### config.mk
export PLATFORM = sky130hd
export DESIGN_NAME = pe_array_ctrl
export DESIGN_NICKNAME = d
export VERILOG_FILES = /design/src/rtl/pe_array_ctrl.sv
export SDC_FILE = /design/constraint.sdc
export NUM_CORES = 1
export LEC_CHECK = 0
export CAP_MARGIN = 20
export CORE_MARGIN = 2
export CORE_UTILIZATION = 40
export DETAILED_ROUTE_END_ITERATION = 10
export PLACE_DENSITY_LB_ADDON = 0.25
export SETUP_SLACK_MARGIN = 0.15
export SLEW_MARGIN = 20
export SYNTH_ARGS = -nofsm -noshare
export SYNTH_HDL_FRONTEND = slang
export SYNTH_SLANG_ARGS = --single-unit
### constraint.sdc
create_clock -name clk -period 2.8 [get_ports clk]
set_input_delay 0.84 -clock clk [delete_from_list [all_inputs] [get_ports clk]]
set_output_delay 0.84 -clock clk [all_outputs]
set_load 0.05 [all_outputs]
### src/rtl/pe_array_ctrl.sv
// Sequencer for a chain of N PE_H elements: clears partial sums, feeds K+N-1
// skewed beats, then loads and shifts the N results out of the chain end.
module pe_array_ctrl #(
  parameter int unsigned N  = 16,
  parameter int unsigned KW = 10
) (
  input  logic          clk,
  input  logic          rst,
  input  logic          start,
  input  logic [KW-1:0] cfg_len,
  input  logic          in_valid,
  input  logic          out_ready,
  output logic          busy,
  output logic          done,
  output logic          in_ready,
  output logic          en_in,
  output logic          en_psum,
  output logic          clear_psum,
  output logic          en_out,
  output logic          output_eject_ctrl,
  output logic          out_valid,
  output logic          out_last
);

  localparam int unsigned BW = KW + 1;
  localparam int unsigned OW = (N > 1) ? $clog2(N) : 1;

  typedef enum logic [2:0] {
    IDLE  = 3'd0,
    CLEAR = 3'd1,
    FEED  = 3'd2,
    FLUSH = 3'd3,
    LOAD  = 3'd4,
    SHIFT = 3'd5,
    DONE  = 3'd6
  } state_t;

  state_t        state;
  logic [KW-1:0] k_q;
  logic [BW-1:0] beat_cnt;
  logic [OW-1:0] out_cnt;
  logic          load_q;
  logic [BW-1:0] beat_target;

  // Skew means the last PE needs K+N-1 beats before its sum is complete.
  assign beat_target = BW'(k_q) + BW'(N - 1);

  // Feed and shift handshakes must react within the cycle.
  assign en_in    = (state == FEED) && in_valid;
  assign in_ready = en_in;
  assign en_out   = load_q || (out_valid && out_ready);

  always_ff @(posedge clk) begin
    if (!rst) begin
      state             <= IDLE;
      k_q               <= '0;
      beat_cnt          <= '0;
      out_cnt           <= '0;
      load_q            <= 1'b0;
      busy              <= 1'b0;
      done              <= 1'b0;
      en_psum           <= 1'b0;
      clear_psum        <= 1'b0;
      output_eject_ctrl <= 1'b0;
      out_valid         <= 1'b0;
      out_last          <= 1'b0;
    end else begin
      en_psum    <= en_in;
      done       <= 1'b0;
      clear_psum <= 1'b0;
      load_q     <= 1'b0;
      case (state)
        IDLE: begin
          if (start) begin
            state      <= CLEAR;
            k_q        <= cfg_len;
            beat_cnt   <= '0;
            out_cnt    <= '0;
            busy       <= 1'b1;
            clear_psum <= 1'b1;
          end
        end
        CLEAR: begin
          if (k_q != '0) begin
            state <= FEED;
          end else begin
            state  <= LOAD;
            load_q <= 1'b1;
          end
        end
        FEED: begin
          if (in_valid) begin
            beat_cnt <= beat_cnt + BW'(1);
            if ((beat_cnt + BW'(1)) == beat_target) state <= FLUSH;
          end
        end
        FLUSH: begin
          state  <= LOAD;
          load_q <= 1'b1;
        end
        LOAD: begin
          state             <= SHIFT;
          out_valid         <= 1'b1;
          output_eject_ctrl <= 1'b1;
          out_last          <= 1'b0;
        end
        SHIFT: begin
          if (out_ready) begin
            out_cnt <= out_cnt + OW'(1);
            if (out_last) begin
              state             <= DONE;
              out_valid         <= 1'b0;
              output_eject_ctrl <= 1'b0;
              out_last          <= 1'b0;
              done              <= 1'b1;
            end else begin
              out_last <= (out_cnt + OW'(1)) == OW'(N - 1);
            end
          end
        end
        DONE: begin
          state <= IDLE;
          busy  <= 1'b0;
        end
        default: begin
          state <= IDLE;
          busy  <= 1'b0;
        end
      endcase
    end
  end

endmodule
==> results of run 1 <==
==> Yosys cell counts (5+ instances only) <==
master | n | area share
nor2_1 | 14 | 0.025
xor2_1 | 5 | 0.021
nor3_1 | 12 | 0.029
nand2_1 | 38 | 0.068
xnor2_1 | 15 | 0.063
dfxtp_1 | 35 | 0.34
clkbuf_1 | 10 | 0.018
inv_1 | 5 | 0.0090
a21boi_0 | 15 | 0.054
o21ai_0 | 16 | 0.038
nand3_1 | 18 | 0.043
and2_1 | 6 | 0.018
nor2b_1 | 8 | 0.024
a21oi_1 | 7 | 0.017
==> flip-flops by register name, summed over array words and instances, names as in the netlist, 3 cells and up <==
name	count
out_cnt	4
state	3
k_q	10
beat_cnt	11
==> worst max path at each step <==
stage               endpoint      from  cells past startpoint
global placement       en_in  in_valid                      4
CTS                    en_in  in_valid                      4
global route        in_ready  in_valid                      4
detailed placement     en_in  in_valid                      4
finish                 en_in  in_valid                      4
floorplan           in_ready  in_valid                      3
==> critical path, cell delays in order <==
cell,delay [ns]
clkdlybuf4s50_1,0.48
nand3_1,0.14
clkinv_2,0.15
buf_12,0.15
==> per-layer routing <==
metal	vias up	wire [um]
met4	0	91
met3	8	172
met5	-	0
li1	951	-
met2	40	1898
met1	803	2327
==> where the power goes <==
| group | leakage (uW) | total (uW) | internal (uW) | switching (uW) |
|---|---|---|---|---|
| Clock | 0.0000470 | 366 | 193 | 174 |
| Combinational | 0.000615 | 654 | 288 | 366 |
| Sequential | 0.000284 | 650 | 557 | 93.0 |
| Total | 0.000946 | 1670 | 1040 | 633 |
==> cell families (layout without fill, tap and decap cells) <==
family / after synthesis / count (layout)
AOI/OAI and AO/OA: 59 / 59
xor gates and xnor gates: 23 / 23
adders and majority gates: 4 / 4
buffers and inverters: 19 / 43
DFF: 35 / 35
muxes: 2 / 2
and+or+nand+nor: 114 / 114
==> area by class of cell <==
class                           instances  area [um2]  area share
Sequential cell                        35       700.7      0.2772
Clock inverter                          1       5.005    0.001980
Clock buffer                            6       82.58     0.03267
Timing Repair Buffer                   30       315.3      0.1248
Multi-Input combinational cell        202        1313      0.5193
Tap cell                               70       87.58     0.03465
Inverter                                6       23.77    0.009406
==> stage by stage <==
stage	utilization	setup WS, ns
CTS	0.4980	0.1821
global placement	0.4808	0.1863
floorplan	-	0.3576
global route	0.4980	0.1661
detailed placement	0.4808	0.1803
finish	0.4980	0.1993
==> impl_metrics.json, run 1 <==
{
  "synth-seq-cells": 35,
  "drc": 0,
  "setup_viol": 0,
  "peakVddDrop_v": 0.0004231,
  "r2r_slack_ns": 0.53,
  "reg2reg_to": "state[0]",
  "core_um2": 5075,
  "finalPower_uw": 1671,
  "p_leak_uw": 0.0009460,
  "vias_per_cell": 5.149,
  "first_pass_iters": 4,
  "globalplace.congestion": 0.8458,
  "clock_latency_ns": 0.29,
  "drtAntennaViolNets": 0,
  "min_period_ns": 2.601,
  "syn_inst": 256,
  "mostFrequentLayoutCells": "nand2_1, dfxtp_1, clkdlybuf4s50_1",
  "wl_um": 4490,
  "syn-num-nets": 275,
  "worstRegToRegCells": 7,
  "cts_buffer_depth": 2,
  "fillers": 505,
  "slew-limit-headroom": 0.6558,
  "netlist-cell-type-count": 45,
  "overflow": 0,
  "hold_path_class": "flip-flop to flip-flop",
  "cp.required_ns": 1.96,
  "fin_hold_ws_ns": 0.4653,
  "yosysWarnings": 0,
  "cts_root_buf": "clkbuf_8",
  "synth_edf_count": 0,
  "grt_pass1_vias": 1712,
  "skew_ns": 0.005338,
  "ys_seq_area_frac": 0.3357,
  "rsz0062_at_grt": "no",
  "postSynthAreaPerCell_um2": 8.152,
  "path_clk_slew_ns": 0.06,
  "async_flop_share": 0,
  "use_met3": 0.04028,
  "dp.cells": 343,
  "arrival_ns": 1.76,
  "finalCritPeriodShare": 0.9288,
  "critPathMaxFanout": 4,
  "grt_max_degree": 34,
  "fin_nets": 299,
  "hold_buffers": 0,
  "final_cells": 350,
  "antenna_found_initial": 0,
  "synth_mux_area_frac": 0.01019,
  "synth-compound-area-share": 0.2014,
  "cts_tree": "built",
  "placement.io_buffers": 24,
  "p_per_area_nw_per_um2": 661.0,
  "htreeDepth": 2,
  "final_common_cell": "nand2_1",
  "hold_viol_final": 0,
  "dieArea_um2": 5811,
  "rows": 26,
  "stdcell_area_um2": 2527,
  "vias": 1802,
  "max_freq_ghz": 0.3845,
  "die_w_um": 76.23,
  "synth_xor_area_frac": 0.1175,
  "grt_pass1_wl_um": 8038,
  "cts_made_buffers": 5,
  "avgRoutedWirePerCell_um": 12.83,
  "synth-main-ff-cell": "dfxtp_1",
  "outcome": "completed",
  "cp-end-kind": "output pin",
  "grtUsageMet1": 0.2386,
  "crit_type": "primary input to output pin",
  "clkSinkCount": 35,
  "io_pins": 25,
  "worst_pin_slew_ns": 0.5146,
  "antenna_cells": 0,
  "r2r-start": "beat_cnt[0]",
  "worstSetupStartpointType": "primary input",
  "synth_top_family_by_area": "simple AND/OR/NAND/NOR gates",
  "drive_gt1_frac": 0.08214,
  "post_cts_buffers": 0,
  "dpl_cell_area_um2": 2440,
  "syn2layout_area_growth_pct": 21.10,
  "top_usage_layer": "met2",
  "final-max-slew-violation-count": 0,
  "initial_core_util": 0.4112,
  "yosys.area_share.simple": 0.2728,
  "chipHeight_um": 76.23,
  "grt_usage": 0.1685,
  "min_to": "busy",
  "holdCritStartpoint": "busy",
  "hpwl_um": 3386,
  "gr-usage-met2": 0.2460,
  "synthesis.area_um2": 2087,
  "setup-tns-final_ns": 0,
  "hold_path_depth": 1,
  "cap_viol_max_count": 0,
  "synthAdderAreaFrac": 0.02398,
  "dr.first_iter.drc_count": 113,
  "cts_resized": 0
}
(Power assumes the default switching activity.)
==> run 2: changes to the inputs <==
HOLD_SLACK_MARGIN = 0.12   (was not set)
==> results of run 2 <==
Same layout as run 1: the final DEF is identical, and so are final timing and power.
